### src/rtl/compare_pkg.sv
// rtl/compare_pkg.sv - shared cascade codes, FSM encoding and tie-break helper for the serial comparator
package compare_pkg;

  // One-hot {gt,lt,eq} cascade codes shared with the 4-bit slice chain
  localparam logic [2:0] CMP_GT   = 3'b100;
  localparam logic [2:0] CMP_LT   = 3'b010;
  localparam logic [2:0] CMP_EQ   = 3'b001;
  localparam logic [2:0] CMP_NONE = 3'b000;

  typedef enum logic [1:0] {
    S_IDLE = 2'd0,
    S_SCAN = 2'd1,
    S_DONE = 2'd2
  } cmpState_e;

  // Legal one-hot tie codes pass through; anything malformed collapses to "equal"
  function automatic logic [2:0] resolveTie(input logic [2:0] code);
    case (code)
      CMP_GT, CMP_LT, CMP_EQ: return code;
      default:                return CMP_EQ;
    endcase
  endfunction

endpackage

### src/rtl/compare_nib.sv
// rtl/compare_nib.sv - combinational 4-bit magnitude compare without cascade input
module compare_nib (
  input  logic [3:0] a,
  input  logic [3:0] b,
  output logic       gt,
  output logic       lt,
  output logic       eq
);

  // Plain unsigned compare of one nibble pair
  always_comb begin
    gt = (a > b);
    lt = (a < b);
    eq = (a == b);
  end

endmodule

### src/rtl/compare_serial_msb.sv
// rtl/compare_serial_msb.sv - multi-cycle wide comparator scanning one nibble per clock, MSB first
module compare_serial_msb
  import compare_pkg::*;
#(
  parameter int WIDTH = 16
) (
  input  logic             iClk,
  input  logic             iRst,
  input  logic             iStart,
  input  logic [WIDTH-1:0] iData_a,
  input  logic [WIDTH-1:0] iData_b,
  input  logic [2:0]       iData,
  output logic             oBusy,
  output logic             oDone,
  output logic [2:0]       oData
);

  localparam int NIB  = WIDTH / 4;
  localparam int IDXW = (NIB > 1) ? $clog2(NIB) : 1;
  localparam logic [IDXW-1:0] IDX_MSB = IDXW'(NIB - 1);

  cmpState_e        state;
  logic [WIDTH-1:0] regA;
  logic [WIDTH-1:0] regB;
  logic [2:0]       regC;
  logic [IDXW-1:0]  idx;

  logic [3:0] nibA;
  logic [3:0] nibB;
  logic       nibGt;
  logic       nibLt;
  logic       nibEq;

  // Select the nibble pair currently under inspection from the latched operands
  always_comb begin
    nibA = regA[{idx, 2'b00} +: 4];
    nibB = regB[{idx, 2'b00} +: 4];
  end

  compare_nib uNib (
    .a  (nibA),
    .b  (nibB),
    .gt (nibGt),
    .lt (nibLt),
    .eq (nibEq)
  );

  // Control FSM with registered busy/done/result; reset drops any scan without a done pulse
  always_ff @(posedge iClk) begin
    if (iRst) begin
      state <= S_IDLE;
      oBusy <= 1'b0;
      oDone <= 1'b0;
      oData <= CMP_NONE;
      regA  <= '0;
      regB  <= '0;
      regC  <= CMP_NONE;
      idx   <= '0;
    end else begin
      oDone <= 1'b0;
      case (state)
        S_IDLE, S_DONE: begin
          if (iStart) begin
            regA  <= iData_a;
            regB  <= iData_b;
            regC  <= iData;
            idx   <= IDX_MSB;
            oBusy <= 1'b1;
            state <= S_SCAN;
          end else begin
            state <= S_IDLE;
          end
        end
        S_SCAN: begin
          if (nibGt) begin
            oData <= CMP_GT;
            oBusy <= 1'b0;
            oDone <= 1'b1;
            state <= S_DONE;
          end else if (nibLt) begin
            oData <= CMP_LT;
            oBusy <= 1'b0;
            oDone <= 1'b1;
            state <= S_DONE;
          end else if (nibEq && (idx != '0)) begin
            idx <= idx - 1'b1;
          end else begin
            // Every nibble matched: the cascade input decides
            oData <= resolveTie(regC);
            oBusy <= 1'b0;
            oDone <= 1'b1;
            state <= S_DONE;
          end
        end
        default: begin
          oBusy <= 1'b0;
          state <= S_IDLE;
        end
      endcase
    end
  end

endmodule

### config.mk
export PLATFORM = sky130hd
export DESIGN_NAME = compare_serial_msb
export DESIGN_NICKNAME = d
export VERILOG_FILES = /design/src/rtl/compare_pkg.sv /design/src/rtl/compare_nib.sv /design/src/rtl/compare_serial_msb.sv
export SDC_FILE = /design/constraint.sdc
export NUM_CORES = 1
export LEC_CHECK = 0
export CAP_MARGIN = 20
export CORE_AREA = 4 4 89 49
export CTS_BUF_LIST = sky130_fd_sc_hd__clkbuf_8
export CTS_CLUSTER_DIAMETER = 60
export CTS_CLUSTER_SIZE = 25
export DETAILED_ROUTE_END_ITERATION = 10
export DIE_AREA = 0 0 93 53
export GPL_TIMING_DRIVEN = 0
export PLACE_DENSITY = 0.82
export SYNTH_ARGS = -nofsm -noshare
export SYNTH_HDL_FRONTEND = slang
export SYNTH_SLANG_ARGS = --single-unit
### constraint.sdc
create_clock -name iClk -period 6.1 [get_ports iClk]
set_input_delay 1.83 -clock iClk [delete_from_list [all_inputs] [get_ports iClk]]
set_output_delay 1.83 -clock iClk [all_outputs]
set_load 0.01 [all_outputs]
==> results of run 1 <==
-- power by group through the flow --
stage	registers [W]	clock network, W	logic (W)
floorplan	0.000323	0	0.0000920
global route	0.000320	0.000323	0.000163
detailed placement	0.000324	0	0.000146
CTS	0.000317	0.000310	0.000148
finish	0.000318	0.000308	0.000148
global placement	0.000323	0	0.000141
-- layout make-up --
| type | count | area share, % |
|---|---|---|
| sequential | 44 | 34.6 |
| clock inverter | 3 | 3.54 |
| inverter | 7 | 1.03 |
| multi-input combinational | 155 | 36.9 |
| tap | 54 | 2.65 |
| buffer | 15 | 2.46 |
| timing repair buffer | 41 | 16.1 |
| clock buffer | 5 | 2.70 |
-- layout by cell type, fill, tap and decap left out, types with 2 or more instances in the layout --
cell	count
a21o_1	2
a21oi_1	39
a22o_1	2
a311oi_2	2
buf_2	5
bufinv_16	3
clkbuf_1	9
clkbuf_8	5
clkdlybuf4s50_1	41
dfxtp_1	44
ha_1	5
inv_1	7
mux4_2	8
nand2_1	72
nand2b_1	3
nor2_1	5
nor2b_1	2
nor3_1	4
-- critical path, delay by kind of cell --
kind | cells | cell delay, ps
buffers and inverters | 3 | 1090
and+or+nand+nor | 2 | 240
AOI/OAI and AO/OA | 1 | 130
-- sequential cells by signal, summed over array words and instances, names as in the netlist --
name,cells
oData,3
regA,16
state,2
regC,3
idx,2
oDone,1
oBusy,1
regB,16
-- path summary, 6_finish.rpt --
kind	startpoint	to	slack, ps	cells after the start
max	iStart	regA[3]	3030	6
min	regB[9]	regB[9]	460	2
max reg2reg	idx[0]	idx[1]	3420	7
min reg2reg	regB[9]	regB[9]	460	2
-- metrics by stage --
stage | total power (W) | instance area [µm²]
final | 0.000774 | 2550
after global routing | 0.000807 | 2550
after CTS | 0.000775 | 2550
after floorplan | 0.000415 | 1910
after global placement | 0.000464 | 2390
after detailed placement | 0.000470 | 2390
-- kinds of logic after synthesis --
kind of cell,count (synthesis)
buf+inv,22
fa+ha+maj,5
flops,44
simple gates,89
xor+xnor,1
mux,8
compound gates,52
-- per-layer routing --
layer / track usage, % / vias to the layer above / part of all wire (%) / wire (µm)
met2: 29.8 / 69 / 42 / 1970
met5: 0 / - / 0 / 0
met4: 9.00 / 0 / 1.6 / 74
met1: 28.4 / 784 / 46 / 2140
met3: 5.11 / 10 / 10 / 486
li1: - / 849 / - / -
==> impl_metrics.ini, run 1 <==
[floorplanning]
num_rows = 16
core_area_um2 = 3680
ios = 43
initial_core_util_pct = 51.9
die-height_um = 53
die_area_um2 = 4930
fp.dieW_um = 93

[final_layout]
register_area_um2 = 881
nets = 312
final_util_pct = 69.2
fin_cells = 324
syn2layout_area_growth_pct = 33.3
antenna_cells = 0
fillers = 314
drive_gt1_share_pct = 10.4
multi_input_area_um2 = 941

[logic_synthesis]
synth_compound_area_share_pct = 16.8
async_reset_ff_share_pct = 0
synth_simple_gate_area_share_pct = 19.3
synth_commonest_cells = nand2_1, dfxtp_1, a21oi_1
yosysUniqueCellTypes = 27
avgSynthCellArea_um2 = 8.65
yosysTopAreaCell = dfxtp_1
synthAdderAreaFrac_pct = 3.27
synth_seq_cells = 44
yosysSeqAreaShare_pct = 46.1
synth_top_area_share_pct = 46.1
synth_top_family_by_area = simple AND/OR/NAND/NOR gates
netlist_area_um2 = 1910
synth_most_common_cell = nand2_1
syn_nets = 264
yosysWarnings = 0
synthMuxAreaShare_pct = 9.43
syn_inst = 221
yosys_most_used_dff = dfxtp_1
synth_edf_count = 0
yosys-top-cells-area = dfxtp_1, nand2_1, a21oi_1, mux4_2, ha_1
synthXorXnorAreaFrac_pct = 0.458

[pwr]
clock_power_share_pct = 39.9
ir_worst_vdd_mv = 0.160
power_switching_w = 0.000190
internal_power_w = 0.000583
p_leak_nw = 0.960
comb_power_share_pct = 19.1
p_sw_share_pct = 24.6
pwr-share-seq_pct = 41.1
p_per_area_nw_per_um2 = 304

[drt]
ant_nets = 0
drtPass1Iterations = 4
vias = 1712
vias_per_cell = 5.28
routed_wl_mm = 4.67
drt-initial-drc-count = 78
drc = 0
wire_per_inst_um = 14.4

[clocking]
cts_sinks = 44
cts_htree_levels = 2
cts_buffers = 5
cts_hold_buf = 0
clock_path_buffers = 2
cts_setup_buffers = 0
clk_latency_ps = 300
cts_tree = built
ctsResizeCount = 0
root_buffer = clkbuf_8
clk_pin_slew_ps = 90

[setup_path]
crit_chain = clkdlybuf4s50_1, nor2b_1, buf_2, clkbuf_1, nand2_1, a21oi_1
worst-setup-path-type = primary input to register
arrival_ps = 3300
path_max_fanout = 10
required_ps = 6330
crit_path_start_kind = primary input
end_kind = register
cp_slowest_cell = clkdlybuf4s50_1
critical-path-max-stage-delay_ps = 470

[global_route]
antenna_found_initial = 0
grtUsageTotal_pct = 20.4
grt_pass1_vias = 1581
grt_pass1_wl_mm = 7.44
grt_max_degree = 15
overflow = 0

[flow_run]
drv_cap = 0

[timing]
final.setup.tns_ps = 0
worst_slack_ps = 3030
final.min_clock_period_ps = 3070
max_freq_ghz = 0.326
timing.slew.headroom_pct = 65.8
report.final.slew_viol_count = 0
tightest_slew_ps = 513
skew_ps = 5.23
rsz0062_at_grt = false
fin_hold_ws_ps = 459
setup_viol = 0
finalHoldViolCount = 0
min_period_over_period_pct = 50.3

[place]
port_buffers = 41
hpwl_mm = 3.44
place_congestion = 0.844
dp_slack_ps = 2710
numPlacedInstances = 316

[run_status]
outcome = completed

[hold_path]
hp-class = register to register
No activity file was read; power rests on OpenSTA's default activity.
==> run 2, diff against run 1 <==
--- a/config.mk
+++ b/config.mk
@@ -6,14 +6,14 @@
 export NUM_CORES = 1
 export LEC_CHECK = 0
 export CAP_MARGIN = 20
-export CORE_AREA = 4 4 89 49
+export CORE_AREA = 4 4 96 53
 export CTS_BUF_LIST = sky130_fd_sc_hd__clkbuf_8
 export CTS_CLUSTER_DIAMETER = 60
 export CTS_CLUSTER_SIZE = 25
 export DETAILED_ROUTE_END_ITERATION = 10
-export DIE_AREA = 0 0 93 53
+export DIE_AREA = 0 0 100 57
 export GPL_TIMING_DRIVEN = 0
-export PLACE_DENSITY = 0.82
+export PLACE_DENSITY = 0.74
 export SYNTH_ARGS = -nofsm -noshare
 export SYNTH_HDL_FRONTEND = slang
 export SYNTH_SLANG_ARGS = --single-unit
==> constraint.sdc (replaced) <==
create_clock -name iClk -period 2.8 [get_ports iClk]
set_input_delay 0.84 -clock iClk [delete_from_list [all_inputs] [get_ports iClk]]
set_output_delay 0.84 -clock iClk [all_outputs]
set_load 0.01 [all_outputs]
==> impl_metrics.ini, run 2 (same netlist as run 1, synthesis figures left out) <==
[timing]
skew_ps = 3.73
final.setup.tns_ps = 0
report.final.slew_viol_count = 0
min_period_over_period_pct = 91.4
fin_hold_ws_ps = 455
final.min_clock_period_ps = 2560
finalHoldViolCount = 0
rsz0062_at_grt = false
max_freq_ghz = 0.391
setup_viol = 0
timing.slew.headroom_pct = 65.2
tightest_slew_ps = 522

[pwr]
internal_power_w = 0.000988
ir_worst_vdd_mv = 0.345
comb_power_share_pct = 23.5
p_sw_share_pct = 28.1
p_leak_nw = 0.919
pwr-share-seq_pct = 50.3
p_per_area_nw_per_um2 = 556
clock_power_share_pct = 26.2
power_switching_w = 0.000386

[setup_path]
required_ps = 3020
worst-setup-path-type = register to register
arrival_ps = 2780
crit_buf_inv = 1
r2r_slack_ps = 240
r2r-end = idx[1]
cp_slowest_cell = mux4_2
critical-path-max-stage-delay_ps = 550
crit_path_start_kind = register
end_kind = register
crit_family = compound AO/OA/AOI/OAI gates
r2r_cells = 7
crit_chain = buf_2, mux4_2, ha_1, nand4_2, a311oi_4, nand2_1, a311oi_2
path_max_fanout = 10
rr_startpoint = idx[0]

[floorplanning]
core_area_um2 = 4230
num_rows = 17
fp.dieW_um = 100
die-height_um = 57
ios = 43
die_area_um2 = 5700
initial_core_util_pct = 45.1

[hold_path]
min_from = regA[9]
holdPathStages = 2
hp-class = register to register
worstHoldEndpoint = regA[9]

[drt]
drt-initial-drc-count = 68
drc = 0
ant_nets = 0
drtPass1Iterations = 4
wire_per_inst_um = 13.7
vias_per_cell = 5.03
routed_wl_mm = 4.45
vias = 1629

[final_layout]
fillers = 380
reg_top3 = regA: 16 flops, regB: 16 flops
antenna_cells = 0
syn2layout_area_growth_pct = 29.4
nets = 312
drive_gt1_share_pct = 9.36
final_common_cell = nand2_1
final_cell_mix = nand2_1, dfxtp_1, clkdlybuf4s50_1, a21oi_1, clkbuf_1

[clocking]
cts_hold_buf = 0
clock_path_buffers = 2
root_buffer = clkbuf_8
clk_pin_slew_ps = 70
cts_tree = built
clk_latency_ps = 300
cts_sinks = 44
cts_buffers = 5
cts_htree_levels = 2

[place]
place_congestion = 0.834
hpwl_mm = 3.36
port_buffers = 41

[global_route]
grtUsageTotal_pct = 16.5
overflow = 0
grt.met3_usage_pct = 5.25
grtUsageMet2_pct = 21.3
grt_pass1_wl_mm = 7.16
use_met1_pct = 24.8
grt_pass1_vias = 1501
grt_max_degree = 12
grt.busiest_layer = met1
antenna_found_initial = 0

[flow_run]
drv_cap = 0

[run_status]
outcome = completed
-- run 2: cell types whose count changed in the layout (fill, tap and decap cells not counted) --
cell       change
a311oi_4       +1
a311oi_2       -1
bufinv_16      -3
-- run 2: power by group through the flow --
stage               registers, W  logic, W  clock network [W]
floorplan               0.000703  0.000200                  0
global placement        0.000704  0.000310                  0
detailed placement      0.000705  0.000315                  0
CTS                     0.000691  0.000316           0.000369
global route            0.000697  0.000355           0.000396
finish                  0.000691  0.000322           0.000360
-- run 2: metrics by stage --
stage	util, %	cell area, µm²	power (W)	std cells	worst slack [ps]
floorplan	-	1910	0.000903	221	460
global placement	56.5	2390	0.00101	319	208
detailed placement	56.5	2390	0.00102	319	207
CTS	58.1	2460	0.00138	324	179
global route	58.4	2470	0.00145	324	67.1
finish	58.4	2470	0.00137	324	240
-- run 2: final cells by class --
type                            count  area [µm²]  area share, %
Multi-Input combinational cell    155         952           38.5
Sequential cell                    44         881           35.6
Timing Repair Buffer               41         410           16.6
Tap cell                           57        71.3           2.88
Clock buffer                        5        68.8           2.78
Buffer                             15        62.6           2.53
Inverter                            7        26.3           1.06
-- run 2: worst register-to-register path, cell delays in order, from the launching register on --
cell,delay [ps]
dfxtp_1,310
buf_2,280
mux4_2,560
ha_1,350
nand4_2,210
a311oi_4,360
nand2_1,160
a311oi_2,250
-- run 2: worst max path at each step --
stage            from  cells past startpoint  endpoint
3_3_place_gp   idx[0]                      7    idx[1]
3_5_place_dp   idx[0]                      7    idx[1]
6_report       idx[0]                      7    idx[1]
4_1_cts        idx[0]                      7    idx[1]
5_1_grt        idx[0]                      7    idx[1]
2_1_floorplan  idx[0]                      7    idx[1]
-- run 2: per-layer routing --
metal | wire length, µm | part of all wire (%)
met3 | 366 | 8.2
met2 | 1640 | 37
met5 | 0 | 0
met4 | 76 | 1.7
met1 | 2360 | 53
-- run 2: repair_timing --
action,in CTS,in global routing
hold endpoints to repair,0,0
resized for setup,0,1
setup buffers,0,0
endpoints found under the setup margin,0,1
